==> src/rtl/wb_stage_regfile.sv <==
// wb_stage_regfile: writeback mux, load extension, 32x32 register file with write-through bypass, cycle/instret counters
module wb_stage_regfile #(
  parameter int XLEN = 32,
  parameter int NREG = 32
) (
  input  logic            clk,
  input  logic            rst,
  input  logic [XLEN-1:0] wb_pc,
  input  logic [31:0]     wb_inst,
  input  logic [XLEN-1:0] wb_aluout,
  input  logic [4:0]      wb_signal,
  input  logic [31:0]     wb_readdata,
  input  logic [4:0]      wb_rd,
  input  logic [4:0]      rs1_addr,
  input  logic [4:0]      rs2_addr,
  output logic [XLEN-1:0] rs1_data,
  output logic [XLEN-1:0] rs2_data,
  output logic [XLEN-1:0] wb_wdata,
  output logic            wb_we,
  output logic [63:0]     cycle_cnt,
  output logic [63:0]     instret_cnt
);
  logic [XLEN-1:0] regs [NREG];
  logic [2:0]      f3;
  logic [1:0]      sel;
  logic            valid;
  logic [7:0]      lb;
  logic [15:0]     lh;
  logic [XLEN-1:0] ld;
  logic            unused;
  assign unused = ^{wb_signal[4], wb_inst[31:15], wb_inst[11:0]};
  assign f3    = wb_inst[14:12];
  assign sel   = wb_signal[2:1];
  assign valid = wb_signal[3];
  assign lb    = wb_readdata[8*wb_aluout[1:0] +: 8];
  assign lh    = wb_aluout[1] ? wb_readdata[31:16] : wb_readdata[15:0];
  always_comb begin
    ld = f3 == 3'b000 ? {{(XLEN-8){lb[7]}}, lb} :
         f3 == 3'b001 ? {{(XLEN-16){lh[15]}}, lh} :
         f3 == 3'b100 ? {{(XLEN-8){1'b0}}, lb} :
         f3 == 3'b101 ? {{(XLEN-16){1'b0}}, lh} : wb_readdata;
    wb_wdata = sel == 2'b01 ? ld : sel == 2'b10 ? wb_pc + XLEN'(4) : wb_aluout;
    wb_we    = wb_signal[0] & valid & (wb_rd != 5'd0);
    rs1_data = rs1_addr == 5'd0 ? '0 : (wb_we && rs1_addr == wb_rd) ? wb_wdata : regs[rs1_addr];
    rs2_data = rs2_addr == 5'd0 ? '0 : (wb_we && rs2_addr == wb_rd) ? wb_wdata : regs[rs2_addr];
  end
  always_ff @(posedge clk or posedge rst) begin
    if (rst) begin
      for (int i = 0; i < NREG; i++) regs[i] <= '0;
      cycle_cnt   <= '0;
      instret_cnt <= '0;
    end else begin
      if (wb_we) regs[wb_rd] <= wb_wdata;
      cycle_cnt   <= cycle_cnt + 64'd1;
      instret_cnt <= instret_cnt + 64'(valid);
    end
  end
endmodule
==> config.mk <==
export PLATFORM = sky130hd
export DESIGN_NAME = wb_stage_regfile
export DESIGN_NICKNAME = d
export VERILOG_FILES = /design/src/rtl/wb_stage_regfile.sv
export SDC_FILE = /design/constraint.sdc
export NUM_CORES = 2
export LEC_CHECK = 0
export CAP_MARGIN = 10
export CORE_ASPECT_RATIO = 1.2
export CORE_MARGIN = 10
export CORE_UTILIZATION = 35
export DETAILED_ROUTE_END_ITERATION = 8
export SLEW_MARGIN = 15
export SYNTH_ARGS = -nofsm -noshare
export SYNTH_HDL_FRONTEND = slang
export SYNTH_SLANG_ARGS = --single-unit
==> constraint.sdc <==
create_clock -name clk -period 37.7 [get_ports clk]
set_input_delay 7.54 -clock clk [delete_from_list [all_inputs] [get_ports clk]]
set_output_delay 7.54 -clock clk [all_outputs]
set_load 0.05 [all_outputs]
## After elaboration in Yosys (flattened, before gate mapping)

Index checks and enable logic that the tools add are counted.

- Register bits: 1,152
- Latch bits: 0
- RAM bits: 0
- Bits in read-only memories: 0
- Bits of input ports: 150
- Output and inout port bits: 225
- Logic and storage cells: 81
- Memories: 0

- $add $sub $neg: 3
- $mul: 0
- Div/mod/pow operators: 0
- $lt $le $gt $ge: 4
- Equal/unequal tests: 7
- Shifts and indexed selects: 1
- Multiplexer cells: 20
- Bitwise operators: 5
- Reductions and logical operators: 7

Operators with widths:

| cell | count |
|---|---|
| 1024-bit bitwise mux | 1 |
| 32-bit two-way mux | 15 |
| 32-bit binary-select mux with 5-bit select | 2 |
| 32-bit demux with 5-bit select | 1 |
| 64-bit by 1-bit adder with 64-bit output | 1 |
| 64-bit by 1-bit adder with 64-bit output, second input constant | 1 |
| 32-bit by 3-bit adder with 32-bit output, second input constant | 1 |
| 32-bit by 6-bit variable part select with 8-bit output | 1 |
| 6-bit >= comparator, second input constant | 3 |
| 5-bit inverter with 6-bit output | 3 |
| 16-bit two-way mux | 1 |
| 5-bit == test | 2 |
| 5-bit logical NOT | 2 |
| 3-bit == test, second input constant | 2 |
| 6-bit by 1-bit < comparator with 1-bit output, second input constant | 1 |
| 5-bit nonzero test | 1 |
| 3-bit by 1-bit == test with 1-bit output, second input constant | 1 |
| 1-bit logical AND | 3 |
| 3-bit logical NOT | 1 |
| 1-bit AND | 2 |
| 2-bit by 1-bit == test with 1-bit output, second input constant | 1 |
| 2-bit == test, second input constant | 1 |

## Depth between registers and ports, before layout

- Depth in word-level cells: 8
- Gate-level depth with buffers: 12
- Depth with buffers taken out: 8

## Worst setup path before layout

Ideal clock, no wire load.

- Path type: input -> output
- Start: input wb_rd[4]
- End: output rs1_data[24]
- Arrival: 10.993 ns
- Data required time: 30.160 ns
- Setup slack: 19.167 ns
- Cell stages on the path: 8
- Buffers on the path: 3
- Cells stage by stage: clkbuf_1 > nor3_1 > a21oi_1 > and4_1 > clkbuf_1 > clkbuf_1 > nor3_1 > a211oi_1

- Cells in the longest elaborated chain, start to end: 5
- Elaborated cells between the ends (all ways): 6
- Classes of those cells: eq/ne (1); mux (2); bitwise (1); reduce/logical (2)

Ends and longest elaborated chain:

| element | RTL line | source |
|---|---|---|
| start: declaration | 13 | `input logic [4:0] wb_rd,` |
| 5-bit nonzero test | 43 | `wb_we = wb_signal[0] & valid & (wb_rd != 5'd0);` |
| 1-bit AND | 43 |  |
| net wb_we | 19 | `output logic wb_we,` |
| 1-bit logical AND | 44 | `rs1_data = rs1_addr == 5'd0 ? '0 : (wb_we && rs1_addr == wb_rd) ? wb_wdata : regs[rs1_addr];` |
| 32-bit two-way mux (2 in a row) | 44 |  |
| end: declaration | 16 | `output logic [XLEN-1:0] rs1_data,` |

The timed path passes the listed nets, and every way through them passes these cells.

## Worst setup path after layout

- Start: input rs1_addr[2]
- End: output rs1_data[7]

- Cells in the longest elaborated chain, start to end: 6
- Elaborated cells between the ends (all ways): 9
- Classes of those cells: eq/ne (1); mux (5); bitwise (1); reduce/logical (2)

Ends and longest elaborated chain:

| element | RTL line | source |
|---|---|---|
| start: declaration | 14 | `input logic [4:0] rs1_addr,` |
| 5-bit inverter with 6-bit output (not written as such) | 44 |  |
| 32-bit binary-select mux with 5-bit select | 44 |  |
| 32-bit two-way mux (not written as such) (2 in a row) | 44 |  |
| 32-bit two-way mux | 44 |  |
| 32-bit two-way mux (*) | 44 |  |

Every way passes the cells marked *; elsewhere a longest branch is shown, timed or not. The select of a mux whose other input is x is not followed.

==> flow_summary.html <==
<table>
<tr><th>Metric</th><th>Value</th></tr>
<tr><th colspan="2">Outcome</th></tr>
<tr><td>Status</td><td>finished clean</td></tr>
<tr><th colspan="2">Clock tree</th></tr>
<tr><td>Number of buffers on the longest clock path</td><td>3</td></tr>
<tr><td>Clk_lat worst skew</td><td>0.78 ns</td></tr>
<tr><td>Number of sinks handled by clock tree synthesis</td><td>1,152</td></tr>
<tr><td>Total of cells resized after clock tree synthesis</td><td>0</td></tr>
<tr><td>Clock buffer count from CTS</td><td>134</td></tr>
<tr><td>Number of levels the H-tree was split into</td><td>4</td></tr>
<tr><td>Hold buffers post-CTS</td><td>0</td></tr>
<tr><td>Post CTS Setup Buffer Count</td><td>0</td></tr>
<tr><td>CTS tree</td><td>done</td></tr>
<tr><td>Post-CTS clock slew at the launch and capture registers of the worst setup and hold paths</td><td>0.05 ns</td></tr>
<tr><td>Buffer type at the clock tree root</td><td>clkbuf_16</td></tr>
<tr><th colspan="2">STA</th></tr>
<tr><td>Worst clock skew</td><td>0.0289 ns</td></tr>
<tr><td>Fraction of the cycle the final worst path needs</td><td>54.6%</td></tr>
<tr><td>Number of hold-slack violations in the final timing report</td><td>0</td></tr>
<tr><td>Final setup violation count</td><td>0</td></tr>
<tr><td>Time the worst path needs with I/O delays and setup</td><td>20.58 ns</td></tr>
<tr><td>RSZ-0062 raised after global routing</td><td>false</td></tr>
<tr><td>Setup tns final</td><td>0 ns</td></tr>
<tr><td>Fmax</td><td>48.6 MHz</td></tr>
<tr><td>Measured slew at the worst slew-check pin</td><td>1.25 ns</td></tr>
<tr><td>Smallest setup slack after layout</td><td>17.12 ns</td></tr>
<tr><td>Number of pins with negative max-slew slack in the final report</td><td>0</td></tr>
<tr><td>Rel. slew slack</td><td>16.2%</td></tr>
<tr><th colspan="2">Yosys</th></tr>
<tr><td>Flip-flop cell with the highest count after synthesis</td><td>dfrtp_1</td></tr>
<tr><td>Count of flip-flops with a built-in enable after synthesis</td><td>0</td></tr>
<tr><td>Count of different cell masters after synthesis</td><td>70</td></tr>
<tr><td>Gate Count Post-Synth</td><td>5,542</td></tr>
<tr><td>Sequential fraction of the synthesis area</td><td>47.7%</td></tr>
<tr><td>#FFs+latches synth</td><td>1,152</td></tr>
<tr><td>Number of warnings issued by yosys</td><td>0</td></tr>
<tr><td>Mapped Area</td><td>60,400 um^2</td></tr>
<tr><td>Fraction of synthesis flops using an asynchronous set or reset pin</td><td>100%</td></tr>
<tr><td>Syn avg cell area</td><td>10.9 um^2</td></tr>
<tr><td>Total nets after synthesis</td><td>5,697</td></tr>
<tr><th colspan="2">Place</th></tr>
<tr><td>Worst slack at placement</td><td>17.36 ns</td></tr>
<tr><td>Global placement routability congestion</td><td>0.865</td></tr>
<tr><td>DP Wirelength</td><td>123,000 um</td></tr>
<tr><td>IO buf count</td><td>344</td></tr>
<tr><th colspan="2">Worst hold path</th></tr>
<tr><td>Tightest Hold Check Type</td><td>register to register</td></tr>
<tr><th colspan="2">Route</th></tr>
<tr><td>Per-cell via count in the routed design</td><td>5.87</td></tr>
<tr><td>Average wire per cell in the routed design</td><td>26.5 um</td></tr>
<tr><td>Number of routed nets with antenna violations</td><td>0</td></tr>
<tr><td>Residual DRC</td><td>0</td></tr>
<tr><td>Initial drt markers</td><td>4,938</td></tr>
<tr><td>Total length of routed wires</td><td>211,000 um</td></tr>
<tr><td>Total via count after detailed routing</td><td>46,700</td></tr>
<tr><td>Detailed-router iteration count before antenna repair</td><td>5</td></tr>
<tr><th colspan="2">Critical path</th></tr>
<tr><td>Setup crit end kind</td><td>output pin</td></tr>
<tr><td>Worst Path Arrival</td><td>13.04 ns</td></tr>
<tr><td>Worst endpoint required time</td><td>30.16 ns</td></tr>
<tr><td>Maximum fanout encountered on the critical timing path</td><td>45</td></tr>
<tr><td>CP Class</td><td>input port to output pin</td></tr>
<tr><td>Launching element type of the critical path</td><td>input port</td></tr>
<tr><th colspan="2">Floorplanning</th></tr>
<tr><td>Starting density of the core</td><td>35.3%</td></tr>
<tr><td>Placement Rows</td><td>166</td></tr>
<tr><td>Total I/O pin count</td><td>375</td></tr>
<tr><td>Die outline width</td><td>399 um</td></tr>
<tr><td>Floorplan Core Area</td><td>171,000 um^2</td></tr>
<tr><td>Die ar.</td><td>190,000 um^2</td></tr>
<tr><td>Die outline height</td><td>475 um</td></tr>
<tr><th colspan="2">Power</th></tr>
<tr><td>Relative contribution of the clock network to total power</td><td>38.2%</td></tr>
<tr><td>Fraction of power consumed by sequential logic</td><td>42.8%</td></tr>
<tr><td>Share of power burned in combinational logic</td><td>19.0%</td></tr>
<tr><td>Cell internal pwr</td><td>2.49 mW</td></tr>
<tr><td>Leakage power figure</td><td>30.1 nW</td></tr>
<tr><td>Switching pwr</td><td>1.05 mW</td></tr>
<tr><td>Power density of the placed cells</td><td>50.3 nW/um^2</td></tr>
<tr><td>Worst IR Drop VDD</td><td>0.0436 mV</td></tr>
<tr><td>Fraction of power spent switching nets</td><td>29.6%</td></tr>
<tr><th colspan="2">Global route</th></tr>
<tr><td>Global routing usage summed across all routing layers</td><td>21.9%</td></tr>
<tr><td>Number of antenna violations at the first check in global routing</td><td>15</td></tr>
<tr><td>Global-route wire length before repair</td><td>313,000 um</td></tr>
<tr><td>Number of global-route vias before repair</td><td>46,800</td></tr>
<tr><td>Maximum number of pins on one net before global-route repair</td><td>176</td></tr>
<tr><td>Overflow left after global routing</td><td>0</td></tr>
<tr><th colspan="2">Finish</th></tr>
<tr><td>Area Growth Syn to Fin</td><td>16.5%</td></tr>
<tr><td>Number of nets in the final layout</td><td>5,744</td></tr>
<tr><td>Layout cell share with drive strength beyond 1</td><td>16.2%</td></tr>
<tr><th colspan="2">Run</th></tr>
<tr><td>MaxCap Viol Count</td><td>0</td></tr>
</table>
[cell families (layout without fill, tap and decap cells)]
kind of cell    Yosys count  after routing  synth area share (%)
buf+inv                 596            741                  4.01
flops                  1152           1152                  47.7
mux                     735            735                  22.6
xor+xnor                158            158                  2.29
simple gates           1556           1556                  10.9
fa+ha+maj                 5              5                 0.104
compound gates         1340           1340                  12.4
other cells               0              8                     0
[per-stage QoR]
step	util, %	hold WS (ns)	total power [mW]	area [um^2]	std cells
after detailed placement	38.5	0.383	2.20	65900	7721
after CTS	41.1	0.396	3.55	70400	7955
final	41.1	0.396	3.54	70400	7963
after global routing	41.1	0.406	3.68	70400	7960
after global placement	38.5	0.376	2.18	65900	7721
after floorplan	-	0.441	1.98	60400	5542
[sequential cells by signal, summed over array words and instances, names as in the netlist]
name / flops
instret_cnt: 64
regs: 1024
cycle_cnt: 64
[per-layer routing]
metal  vias to the layer above  GRT usage, %  routed length (um)
met5                         -             0                  74
met4                        12          7.51                6790
met3                       409          5.63               20600
met2                      2129          33.8               95800
met1                     24000          29.8               87800
li1                      20200             -                   -
[critical path, cell delays in order]
cell and delay (ns):
clkbuf_8 0.37, buf_4 0.66, buf_4 0.86, buf_4 0.73, mux4_2 0.41, mux2i_1 0.15, nor2_1 0.06, a2111oi_0 0.95
a211oi_1 0.33, clkdlybuf4s50_1 0.82
[power groups by stage]
| stage | combinational (mW) | clock, mW | sequential, mW |
|---|---|---|---|
| floorplan | 0.463 | 0 | 1.51 |
| global placement | 0.661 | 0 | 1.52 |
| detailed placement | 0.673 | 0 | 1.53 |
| CTS | 0.675 | 1.37 | 1.51 |
| global route | 0.733 | 1.42 | 1.53 |
| finish | 0.673 | 1.35 | 1.51 |
[cell usage in the layout (no fill, tap or decap), types with 13 or more instances in the layout]
cell / synthesis / layout
a211oi_1: 86 / 83
a21oi_1: 51 / 50
a221oi_1: 22 / 18
a22oi_1: 42 / 42
and2_1: 16 / 16
and3_1: 36 / 36
and4_1: 15 / 13
buf_4: 24 / 109
clkbuf_1: 424 / 29
clkbuf_16: 0 / 138
clkbuf_8: 0 / 28
clkdlybuf4s50_1: 0 / 334
clkinv_2: 0 / 13
dfrtp_1: 1152 / 1152
inv_1: 46 / 45
mux2i_1: 227 / 227
mux4_2: 505 / 505
nand2_1: 1174 / 1142
nand2_4: 0 / 27
nand3_1: 78 / 78
nand4_1: 39 / 39
nor2_1: 92 / 92
nor2b_1: 28 / 26
nor3_1: 36 / 36
o21ai_0: 1010 / 1009
o22ai_1: 49 / 49
xnor2_1: 95 / 95
xor2_1: 63 / 63
[synthesized netlist by cell type, types with 3 or more instances]
library cell	number	area, um^2
nand2_1	1174	4410
ha_1	5	62.6
buf_2	74	370
a22oi_1	42	315
mux4_2	505	11400
mux2_2	3	33.8
nor2_1	92	345
nand4_1	39	244
a221o_1	4	40.0
o211ai_1	4	30.0
a22o_1	8	70.1
a31oi_1	7	43.8
o31ai_1	5	37.5
xor2_1	63	552
o221a_2	3	33.8
nor3b_1	6	45.0
nand2b_1	8	50.1
clkinv_1	3	11.3
and3_1	36	225
dfrtp_1	1152	28800
a221oi_2	4	60.1
o21ai_0	1010	5050
mux2i_1	227	2270
buf_4	24	180
inv_1	46	173
and4_1	15	131
a2111oi_0	10	87.6
o22ai_1	49	307
and2_1	16	100
a211oi_1	86	646
nor3_1	36	180
o21ai_1	3	15.0
a221oi_1	22	193
nor2b_1	28	175
nor4_1	12	75.1
nand3_1	78	390
xnor2_1	95	832
buf_1	23	86.3
a21oi_1	51	255
o221ai_1	12	105
nor4_2	3	37.5
a311oi_1	3	26.3
clkbuf_1	424	1590
[path summary, 6_finish.rpt]
path | from | to | slack (ns) | depth (start not counted)
worst min register to register | regs[993] | regs[993] | 0.40 | 0
worst max register to register | cycle_cnt[10] | cycle_cnt[63] | 35.10 | 6
worst max-delay path | rs1_addr[2] | rs1_data[7] | 17.12 | 10
min in group asynchronous | rst | regs[219] | 7.38 | 3
max in group asynchronous | rst | cycle_cnt[16] | 26.40 | 7
worst min-delay path | regs[993] | regs[993] | 0.40 | 0
[area by class of cell]
cell class	instances	area, um^2
Tap cell	2268	2840
Fill cell	16400	101000
Clock buffer	193	3920
Timing Repair Buffer	457	4350
Sequential cell	1152	28800
Multi-Input combinational cell	3794	29700
Antenna cell	8	20.0
Inverter	50	191
Clock inverter	41	598
Power figures use the tool's default switching activity.
